$ cat config.mk
export PLATFORM = sky130hd
export DESIGN_NAME = voice_alloc
export DESIGN_NICKNAME = d
export VERILOG_FILES = /design/src/rtl/voice_alloc.sv
export SDC_FILE = /design/constraint.sdc
export NUM_CORES = 1
export LEC_CHECK = 0
export ABC_AREA = 1
export BUFFER_PORTS_ARGS = -buffer_cell sky130_fd_sc_hd__buf_4
export CAP_MARGIN = 25
export CORE_MARGIN = 4
export CORE_UTILIZATION = 45
export DETAILED_ROUTE_END_ITERATION = 6
export PLACE_DENSITY = 0.7
export SKIP_LAST_GASP = 1
export SYNTH_ARGS = -nofsm -noshare
export SYNTH_HDL_FRONTEND = slang
export SYNTH_SLANG_ARGS = --single-unit
$ cat constraint.sdc
create_clock -name clk -period 17.7 [get_ports clk]
set_input_delay 3.54 -clock clk [delete_from_list [all_inputs] [get_ports clk]]
set_output_delay 3.54 -clock clk [all_outputs]
set_load 0.02 [all_outputs]
$ cat src/rtl/voice_alloc.sv
// rtl/voice_alloc.sv - voice slot allocator: scans the slot table per event, issues press/release/keypress strobes.
// Optional VOICE_ALLOC_STEAL_EN: steal releasing/held slots on exhaustion; otherwise drop and set sticky dropped.
module voice_alloc #(
  parameter int NUM_VOICES = 16,
  parameter int ADDR_W     = 8,
  parameter int STAMP_W    = 12
) (
  input  logic              clk,
  input  logic              rst,
  input  logic              evt_valid,
  output logic              evt_ready,
  input  logic [1:0]        evt_type,
  input  logic [3:0]        evt_channel,
  input  logic [6:0]        evt_note,
  input  logic [6:0]        evt_velocity,
  input  logic              voice_done,
  input  logic [ADDR_W-1:0] voice_done_addr,
  output logic              note_pressed,
  output logic              note_released,
  output logic              note_keypress,
  output logic [ADDR_W-1:0] addr,
  output logic [6:0]        note,
  output logic [6:0]        velocity,
  output logic [3:0]        channel,
  output logic              stolen,
  output logic              dropped
);

  localparam int IDX_W = (NUM_VOICES > 1) ? $clog2(NUM_VOICES) : 1;
  localparam logic [IDX_W-1:0] LAST_IDX = IDX_W'(NUM_VOICES - 1);
  localparam logic [ADDR_W:0]  NV_EXT   = (ADDR_W + 1)'(NUM_VOICES);
  localparam logic [1:0] EV_ON  = 2'd0;
  localparam logic [1:0] EV_OFF = 2'd1;
  localparam logic [1:0] EV_KP  = 2'd2;
  localparam logic [1:0] EV_NOP = 2'd3;

  typedef enum logic [1:0] {ST_IDLE, ST_SCAN, ST_ISSUE} fsm_t;
  typedef enum logic [1:0] {SL_FREE, SL_HELD, SL_REL} slot_t;

  fsm_t               state;
  slot_t              slot_state [NUM_VOICES];
  logic [3:0]         slot_ch    [NUM_VOICES];
  logic [6:0]         slot_note  [NUM_VOICES];
  logic [STAMP_W-1:0] slot_stamp [NUM_VOICES];

  logic [IDX_W-1:0]   scan_idx;
  logic [STAMP_W-1:0] seq;
  logic [1:0]         ev_type;
  logic [3:0]         ev_ch;
  logic [6:0]         ev_note;
  logic [6:0]         ev_vel;

  logic               m_found, f_found, r_found, h_found;
  logic [IDX_W-1:0]   m_idx, f_idx, r_idx, h_idx;
  logic [STAMP_W-1:0] r_age, h_age;

  slot_t              cur_st;
  logic [STAMP_W-1:0] cur_age;
  logic               cur_match;
  logic               done_hit;
  logic [IDX_W-1:0]   done_idx;
  logic               sel_ok, sel_steal;
  logic [IDX_W-1:0]   sel_idx;

  assign cur_st    = slot_state[scan_idx];
  assign cur_age   = seq - slot_stamp[scan_idx];
  assign cur_match = (slot_ch[scan_idx] == ev_ch) && (slot_note[scan_idx] == ev_note) &&
                     ((cur_st == SL_HELD) || ((ev_type == EV_KP) && (cur_st == SL_REL)));
  assign done_idx  = voice_done_addr[IDX_W-1:0];
  assign done_hit  = voice_done && ({1'b0, voice_done_addr} < NV_EXT);

  always_comb begin
    sel_ok    = 1'b0;
    sel_steal = 1'b0;
    sel_idx   = m_idx;
    if (ev_type == EV_ON) begin
      if (m_found) begin
        sel_ok = 1'b1;
      end else if (f_found) begin
        sel_ok  = 1'b1;
        sel_idx = f_idx;
      end
`ifdef VOICE_ALLOC_STEAL_EN
      else if (r_found) begin
        sel_ok    = 1'b1;
        sel_steal = 1'b1;
        sel_idx   = r_idx;
      end else if (h_found) begin
        sel_ok    = 1'b1;
        sel_steal = 1'b1;
        sel_idx   = h_idx;
      end
`endif
    end else begin
      sel_ok = m_found;
    end
  end

  always_ff @(posedge clk or posedge rst) begin
    if (rst) begin
      state         <= ST_IDLE;
      evt_ready     <= 1'b1;
      note_pressed  <= 1'b0;
      note_released <= 1'b0;
      note_keypress <= 1'b0;
      addr          <= '0;
      note          <= '0;
      velocity      <= '0;
      channel       <= '0;
      stolen        <= 1'b0;
      dropped       <= 1'b0;
      seq           <= '0;
      scan_idx      <= '0;
      ev_type       <= EV_ON;
      ev_ch         <= '0;
      ev_note       <= '0;
      ev_vel        <= '0;
      m_found       <= 1'b0;
      f_found       <= 1'b0;
      r_found       <= 1'b0;
      h_found       <= 1'b0;
      m_idx         <= '0;
      f_idx         <= '0;
      r_idx         <= '0;
      h_idx         <= '0;
      r_age         <= '0;
      h_age         <= '0;
      for (int i = 0; i < NUM_VOICES; i++) begin
        slot_state[i] <= SL_FREE;
        slot_ch[i]    <= '0;
        slot_note[i]  <= '0;
        slot_stamp[i] <= '0;
      end
    end else begin
      note_pressed  <= 1'b0;
      note_released <= 1'b0;
      note_keypress <= 1'b0;

      // Issue-stage table writes below come later and therefore override this free.
      if (done_hit && (slot_state[done_idx] == SL_REL))
        slot_state[done_idx] <= SL_FREE;

      case (state)
        ST_IDLE: begin
          if (evt_valid && (evt_type != EV_NOP)) begin
            ev_type   <= ((evt_type == EV_ON) && (evt_velocity == 7'd0)) ? EV_OFF : evt_type;
            ev_ch     <= evt_channel;
            ev_note   <= evt_note;
            ev_vel    <= evt_velocity;
            scan_idx  <= '0;
            m_found   <= 1'b0;
            f_found   <= 1'b0;
            r_found   <= 1'b0;
            h_found   <= 1'b0;
            evt_ready <= 1'b0;
            state     <= ST_SCAN;
          end
        end

        ST_SCAN: begin
          if (cur_match && !m_found) begin
            m_found <= 1'b1;
            m_idx   <= scan_idx;
          end
          case (cur_st)
            SL_FREE: if (!f_found) begin
              f_found <= 1'b1;
              f_idx   <= scan_idx;
            end
            SL_HELD: if (!h_found || (cur_age > h_age)) begin
              h_found <= 1'b1;
              h_idx   <= scan_idx;
              h_age   <= cur_age;
            end
            SL_REL: if (!r_found || (cur_age > r_age)) begin
              r_found <= 1'b1;
              r_idx   <= scan_idx;
              r_age   <= cur_age;
            end
            default: ;
          endcase
          if (scan_idx == LAST_IDX) state <= ST_ISSUE;
          else                      scan_idx <= scan_idx + 1'b1;
        end

        ST_ISSUE: begin
          if (sel_ok) begin
            addr     <= ADDR_W'(sel_idx);
            note     <= ev_note;
            velocity <= ev_vel;
            channel  <= ev_ch;
            case (ev_type)
              EV_ON: begin
                note_pressed          <= 1'b1;
                stolen                <= sel_steal;
                slot_state[sel_idx]   <= SL_HELD;
                slot_ch[sel_idx]      <= ev_ch;
                slot_note[sel_idx]    <= ev_note;
                slot_stamp[sel_idx]   <= seq;
                seq                   <= seq + 1'b1;
              end
              EV_OFF: begin
                note_released         <= 1'b1;
                slot_state[sel_idx]   <= SL_REL;
              end
              default: note_keypress  <= 1'b1;
            endcase
          end else if (ev_type == EV_ON) begin
            dropped <= 1'b1;
          end
          evt_ready <= 1'b1;
          state     <= ST_IDLE;
        end

        default: state <= ST_IDLE;
      endcase
    end
  end

endmodule

==> After elaboration in Yosys (flattened, before gate mapping) <==
Index checks and enable logic that the tools add are counted.
{ "totals": {"register_bits": 271, "out_inout_bits": 32, "elab_cells": 188} }
{ "op_classes": {"addsub": 1, "order_cmp": 6, "eq_ne": 16, "mux": 54, "bitwise": 13, "reduce_logical": 31} }
{ "op_table": {"columns": ["op", "n"], "rows": [
  ["$bwmux 112", 1],
  ["$mux 32", 3],
  ["$bwmux 64", 1],
  ["$pmux 32 s2", 1],
  ["$and 16x16->16", 2],
  ["$and 32x32->32", 1],
  ["$mux 4", 8],
  ["$not 16->16", 2],
  ["$not 32->32", 1],
  ["$or 16x16->16", 2],
  ["$bmux 7 s4", 1],
  ["$demux 7 s4", 1],
  ["$mux 7", 3],
  ["$mux 2", 9],
  ["$reduce_and 3->1", 6],
  ["$bmux 2 s4", 2],
  ["$bmux 4 s4", 1],
  ["$demux 2 s4", 2],
  ["$demux 4 s4", 1],
  ["$ge 5x5->1 const B", 3],
  ["$mux 1", 15],
  ["$not 4->5", 3],
  ["$logic_and 1x1->1", 10],
  ["$lt 5x1->1 const B", 2],
  ["20 further kinds", 40]
]} }

==> Logic depth before layout (Yosys ltp) <==
Gate-level depths: netlist (run 1).
{ "logic_depth": {"depth_word": 13, "depth_mapped": 17, "mapped_depth_nobuf": 16} }

==> Least setup slack after synthesis (run 1) <==
OpenSTA, ideal clock, no wires.
{ "synth_timing": {"path_type": "input to register", "start": "input port voice_done_addr[0]", "end": "register slot_state[17] in the netlist's numbering", "arrival_ps": 4825, "required_time_ps": 17583, "setup_slack_ps": 12758, "path_stages": 14, "cell_sequence": "inv_1 nor2_1 buf_2 a22oi_1 o221ai_1 nand2_1 nand3_1 nor2_4 nand2_2 buf_2 nand2_1 nand2_1 nand2_1 nand2_1"} }
{ "synth_between": {"elab_chain_len": 12} }
{ "synth_lines": {"columns": ["element", "line_no", "rtl"], "rows": [
  ["from (decl)", "17", "input logic [ADDR_W-1:0] voice_done_addr,"],
  ["$not 4->5 (implied by the code)", "140, 141", null],
  ["$ge 5x5->1 (implied by the code) / $lt 5x1->1 (equally long branches)", "141", "slot_state[done_idx] <= SL_FREE;"],
  ["$logic_and 1x1->1 (implied by the code)", "141", null],
  ["$mux 2 (implied by the code)", "141", null],
  ["$demux 2 s4", "141", null],
  ["$not 32->32 (no source line)", null, null],
  ["$and 32x32->32 (no source line)", null, null],
  ["$mux 32 *", "140", "if (done_hit && (slot_state[done_idx] == SL_REL))"],
  ["$or 16x16->16 (no source line) / $and 16x16->16 (equally long branches)", null, null],
  ["$pmux 32 s2", "192", "case (ev_type)"],
  ["$mux 32", "187", "if (sel_ok) begin"],
  ["$mux 32 *", "143", "case (state)"],
  ["to (signal, indexed assignment)", "141", null],
  ["to (signal, indexed assignment)", "196", "slot_state[sel_idx] <= SL_HELD;"],
  ["to (signal, indexed assignment)", "204", "slot_state[sel_idx] <= SL_REL;"],
  ["to (decl)", "41", "slot_t slot_state [NUM_VOICES];"]
]} }
Mark *: on every way between the ends. The rest lies on a longest branch, timed or not. The select of a mux whose other input is x is not followed.
A chain may end at the register's enable or synchronous reset.

==> Worst setup path in the final report (run 1) <==
{ "layout_timing": {"start": "input port voice_done_addr[0]", "end": "register slot_state[3] in the netlist's numbering"} }
The elaborated chain is that of the path after synthesis.

==> impl_metrics.toml, run 1 <==
[clock_tree]
clockBufferDepth = 3
htree_levels = 1
postCtsHoldBufs = 0
cts_setup_buffers = 0
insertion_delay_ns = 0.56
tritoncts = "yes"
cts.sinks = 271
clk_pin_slew_ns = 0.07
cts_made_buffers = 29
cts_resized = 0
root_buffer = "clkbuf_16"

[pwr]
p_seq_share_pct = 34.9
p_leak_nw = 7.05
netSwitchingPower_mw = 0.850
totalPowerFinal_mw = 2.12
p_clk_share_pct = 31.0
comb_power_share_pct = 34.1
powerDensity_mw_per_mm2 = 144
p_int_mw = 1.27
peakVddDrop_mv = 0.0971
sw_frac_of_total_pct = 40.0

[grt]
antenna_found_initial = 0
grt_max_degree = 117
grt_usage_pct = 22.1
grt-ovfl-total = 0
grt_pass1_vias = 10800
grt_pass1_wl_microns = 56900

[timing]
fin_worst_skew_ns = 0.0129
max_clock_freq_mhz = 196
report.final.hold_viol_count = 0
period_share_pct = 28.8
slew_violations = 0
fin_hold_ws_ns = 0.471
setup_tns_ns = 0
rsz0062_at_grt = "false"
worst_pin_slew_ns = 0.965
setup_viol = 0
min_period_ns = 5.10
fin_ws_ns = 12.60
relSlewSlack_pct = 35.5

[drt]
routedWlPerCell_microns = 16.8
drc_errors = 1
antenna_left = 0
via_per_inst = 5.39
drtIter0Drc = 1046
drtPass1Iterations = 7
vias = 11300
wirelength_microns = 35300

[yosys]
yosys-top-cells-area = "dfrtp_1 (51%), nand2_1 (17%), o21ai_0 (5.1%), o21ai_1 (5.0%), nand3_1 (4.8%)"
yosys.area.top_type = "dfrtp_1"
netlist_area_sq_mm = 0.0131
netlist_instances = 1698
yosysSeqAreaShare_pct = 51.6
yosys.area.top_type_share_pct = 51.4
synth_cell_types = 41
avgSynthCellArea_sq_um = 7.73
ys_ff_latch = 271
yosysWarnings = 0

[placement]
post-place-ws_ns = 12.07
place_area_sq_mm = 0.0136
io_buffers = 58
dp_cells = 2046
gp_congestion = 0.971
dp_hpwl_microns = 21900

[worst_setup_path]
crit_path_end = "slot_state[3]"
critical_path.most_common_cell = "nand2_1"
rrSetupSlack_ns = 14.21
path_cells = "buf_4 -> nor2_1 -> a22oi_1 -> o221ai_1 -> nand2_1 -> nand2_1 -> inv_1 -> nand2_2 -> nand2_2 -> nand2_1 -> nand2_1 -> nand2_1 -> nand2_1"
r2r_start = "scan_idx[0]"
cpMaxStageDelayCell = "nor2_1"
path_max_fanout = 17
r2r-end = "m_idx[1]"
criticalPathCategory = "in -> reg"
rr_worst_depth = 15
startpoint = "voice_done_addr[0]"
critPathCaptureType = "flip-flop"
cp-start-kind = "primary input"
slowest_delay_ns = 0.55
required_ns = 18.15
cp.arrival_ns = 5.54

[final_layout]
fin_cells = 2102
fillers = 2776
finalNetCount = 1729
n_antenna_cell = 0
post-route-util_pct = 51.1
drive_above_1_share_pct = 9.60
fin_area_sq_mm = 0.0147
synthToLayoutAreaGrowth_pct = 12.1

[outcome]
status = "complete, but fails checks"
violations = "DRC"

[floorplan]
die_x_microns = 179
die_h_microns = 179
fp.dieArea_sq_mm = 0.0320
initial_core_util_pct = 45.6
coreArea_sq_mm = 0.0288
io_pins = 64
rows = 62

[hold_path]
hold_path.class = "reg -> reg"

[run]
maxCapViolations = 0
[critical path, delay by kind of cell]
family / cells / cell delay (ns)
buf+inv: 2 / 0.16
compound gates: 2 / 0.31
simple gates: 9 / 1.53
[flip-flops by register name, indices dropped and copies added, names as in the netlist, 2 cells and up]
name and count:
slot_note 112, slot_ch 64, slot_state 32, ev_note 7
ev_vel 7, note 7, velocity 7, addr 4
channel 4, ev_ch 4, f_idx 4, m_idx 4
scan_idx 4, ev_type 2, state 2
[how the worst min path moves through the flow]
| stage | startpoint | to | slack [ns] | cells after the start |
|---|---|---|---|---|
| CTS | slot_state[8] | slot_state[8] | 0.47 | 2 |
| finish | slot_state[8] | slot_state[8] | 0.47 | 2 |
| global placement | m_idx[3] | m_idx[3] | 0.46 | 2 |
| detailed placement | slot_state[8] | slot_state[8] | 0.46 | 2 |
| floorplan | m_idx[0] | m_idx[0] | 0.44 | 2 |
| global route | velocity[4] | velocity[4] | 0.50 | 2 |
[logic make-up (layout without fill, tap and decap cells)]
group / Yosys count / in the layout / share of synthesized area, %
adder cells (fa/ha/maj): 1 / 1 / 0.0953
flip-flops: 271 / 271 / 51.6
AO/OA/AOI/OAI: 343 / 343 / 14.2
AND/OR/NAND/NOR: 858 / 858 / 26.6
buffers and inverters: 224 / 240 / 7.44
other: 1 / 5 / 0.0286
[placed cells by master, fill, tap and decap left out, types with 4 or more instances in the layout]
cell type,count
buf_4,67
a21oi_1,27
dfrtp_1,269
o21ai_0,133
nor2_1,125
clkbuf_16,29
o21ai_1,132
nor2_2,10
inv_1,101
o211ai_1,21
nand3_1,127
a21boi_0,5
a22oi_1,5
bufinv_16,5
conb_1,5
clkbuf_8,6
nand2_1,578
clkinv_2,8
nor3_1,4
inv_2,14
o221ai_1,5
[synthesized netlist by cell type (all sizes together)]
library cell  count
o22ai             3
o32ai             1
a21boi            5
dfstp             1
o211ai           21
inv             116
nand3           128
a211oi            1
a22o              3
nor4              3
nand2           581
o21a              1
o21ai           269
a31o              1
or2               2
clkinv            1
dfrtp           270
o221ai            5
nor2            138
conb              1
buf              72
nor3              5
a22oi             5
nand4             1
ha                1
clkbuf           35
a21oi            28
[final cells by class]
cell class                 count  area [sq um]  share of cell area (%)
clock buffer                  37           816                    5.54
inverter                     117           447                    3.03
clock inverter                16           228                    1.55
timing repair buffer          70           573                    3.89
tap                          384           480                    3.26
multi-input combinational   1207          5390                    36.6
sequential                   271          6790                    46.1
[layer usage]
layer | global-route usage, % | part of all wire [%] | vias up
met4 | 6.91 | 2.7 | 0
met2 | 35.2 | 46 | 410
met5 | 0 | 0 | -
li1 | - | - | 5464
met3 | 3.63 | 7.1 | 79
met1 | 31.3 | 44 | 5375
[power by group through the flow]
stage | Combinational, mW | Sequential [mW] | Clock (mW)
2_1_floorplan | 0.532 | 0.727 | 0
3_3_place_gp | 0.704 | 0.749 | 0
3_5_place_dp | 0.717 | 0.749 | 0
4_1_cts | 0.719 | 0.739 | 0.668
5_1_grt | 0.805 | 0.748 | 0.695
6_report | 0.724 | 0.740 | 0.659
No activity file was read; power rests on OpenSTA's default activity.
==> run 2, diff against run 1 <==
==> constraint.sdc (replaced) <==
create_clock -name clk -period 4.9 [get_ports clk]
set_input_delay 0.98 -clock clk [delete_from_list [all_inputs] [get_ports clk]]
set_output_delay 0.98 -clock clk [all_outputs]
set_load 0.02 [all_outputs]
==> impl_metrics.toml, run 2 (same netlist as run 1, synthesis figures left out) <==
[drt]
wirelength_microns = 34500
drtIter0Drc = 1012
drc_errors = 0
via_per_inst = 5.38
antenna_left = 0
drtPass1Iterations = 6
routedWlPerCell_microns = 16.5
vias = 11300

[timing]
worst_pin_slew_ns = 1.02
fin_worst_skew_ns = 0.0153
rsz0062_at_grt = "false"
fin_hold_ws_ns = 0.379
max_clock_freq_mhz = 321
report.final.hold_viol_count = 0
min_period_ns = 3.11
slew_violations = 0
relSlewSlack_pct = 32.0
setup_viol = 0
period_share_pct = 63.5
setup_tns_ns = 0

[grt]
grt_usage_pct = 21.7
grt_use_met3_pct = 2.57
globalRouteMet1Util_pct = 29.9
antenna_found_initial = 0
grt_pass1_vias = 11000
grt_pass1_wl_microns = 56600
grt_max_degree = 122
grt-ovfl-total = 0
use_met2_pct = 36.2
grt-busiest-layer = "met2"

[final_layout]
layout_common_cells = "nand2_1 (578), dfrtp_1 (269), o21ai_0 (133), o21ai_1 (132), nand3_1 (127)"
final_common_cell = "nand2_1"
largest_registers = "slot_note: 112 flops, slot_ch: 64 flops, slot_state: 32 flops"
n_antenna_cell = 0
synthToLayoutAreaGrowth_pct = 10.4
finalNetCount = 1727
largest-register = "slot_note"
largest_reg_flops = 112
drive_above_1_share_pct = 8.87

[hold_path]
hold_path.class = "in -> async"

[worst_setup_path]
rr_worst_depth = 14
critical_path.most_common_cell = "nand2_1"
criticalPathCategory = "reg -> reg"
slowest_delay_ns = 0.82
cp.depth = 14
startpoint = "scan_idx[0]"
cp-start-kind = "flip-flop"
required_ns = 5.34
crit_family = "simple AND/OR/NAND/NOR gates"
critPathCaptureType = "flip-flop"
r2r_start = "scan_idx[0]"
cp.arrival_ns = 3.55
crit_buf_inv = 1
crit_path_end = "m_idx[3]"
rrSetupSlack_ns = 1.79
cpMaxStageDelayCell = "buf_4"
path_max_fanout = 90
path_cells = "buf_4 -> nor2_1 -> nor2_1 -> o21ai_0 -> nand3_1 -> nand3_1 -> nand3_1 -> nand2_1 -> nor2_1 -> nand2_1 -> nor2_2 -> nand2_2 -> nand2_1 -> nand2_1"
r2r-end = "m_idx[3]"

[pwr]
p_seq_share_pct = 37.2
sw_frac_of_total_pct = 40.8
p_leak_nw = 6.93
comb_power_share_pct = 35.7
peakVddDrop_mv = 0.299
netSwitchingPower_mw = 2.92
p_clk_share_pct = 27.0
p_int_mw = 4.23
powerDensity_mw_per_mm2 = 493

[clock_tree]
insertion_delay_ns = 0.55
cts_setup_buffers = 0
cts_made_buffers = 27
clk_pin_slew_ns = 0.07
tritoncts = "yes"
cts_resized = 0
htree_levels = 1
clockBufferDepth = 3
root_buffer = "clkbuf_16"
postCtsHoldBufs = 0
cts.sinks = 271

[floorplan]
fp.dieArea_sq_mm = 0.0320
die_x_microns = 179
initial_core_util_pct = 45.6
rows = 62
die_h_microns = 179
coreArea_sq_mm = 0.0288
io_pins = 64

[placement]
io_buffers = 58
gp_congestion = 0.892
dp_hpwl_microns = 21900

[outcome]
status = "finished, final reports clean"

[run]
maxCapViolations = 0
[run 2: cell count changes in the layout (fill, tap and decap cells not counted), moves of 3 or more]
cell / before / now
buf_12: 0 / 4
buf_4: 67 / 64
bufinv_16: 5 / 0
clkbuf_1: 2 / 10
clkbuf_8: 6 / 2
[run 2: how the worst min path moves through the flow]
stage | depth (start not counted) | to | startpoint | slack, ns
final | 2 | slot_ch[20] | rst | 0.38
after global routing | 2 | slot_note[54] | rst | 0.37
after CTS | 2 | slot_ch[20] | rst | 0.36
after detailed placement | 2 | velocity[4] | velocity[4] | 0.46
after global placement | 2 | velocity[4] | velocity[4] | 0.46
after floorplan | 2 | m_idx[0] | m_idx[0] | 0.44
[run 2: metrics by stage]
| step | power (mW) | std cells | cell area, sq um | utilization (%) | setup WS [ns] |
|---|---|---|---|---|---|
| after CTS | 7.16 | 2094 | 14400 | 50.2 | 1.76 |
| after global routing | 7.60 | 2097 | 14500 | 50.4 | 1.43 |
| after global placement | 5.20 | 2046 | 13600 | 47.4 | 1.72 |
| final | 7.15 | 2097 | 14500 | 50.4 | 1.79 |
| after floorplan | 4.55 | 1702 | 13200 | - | 0.339 |
| after detailed placement | 5.22 | 2046 | 13600 | 47.4 | 1.64 |
[run 2: final cells by class]
type | instances | area (sq um)
fillers | 2763 | 14300
repair buffers | 70 | 599
flip-flops and latches | 271 | 6790
well taps | 384 | 480
clock buffers | 39 | 741
multi-input cells | 1207 | 5390
inverters | 117 | 443
clock inverters | 9 | 66.3
[run 2: power groups by stage]
stage | clock (mW) | sequential, mW | combinational [mW]
finish | 1.93 | 2.66 | 2.55
global placement | 0 | 2.70 | 2.50
detailed placement | 0 | 2.70 | 2.53
floorplan | 0 | 2.63 | 1.92
CTS | 1.96 | 2.66 | 2.54
global route | 2.05 | 2.68 | 2.86
[run 2: metal layers]
layer,wire length [microns],vias to the layer above
met4,1080,0
li1,-,5469
met5,0,-
met1,15200,5407
met3,1710,77
met2,16500,323
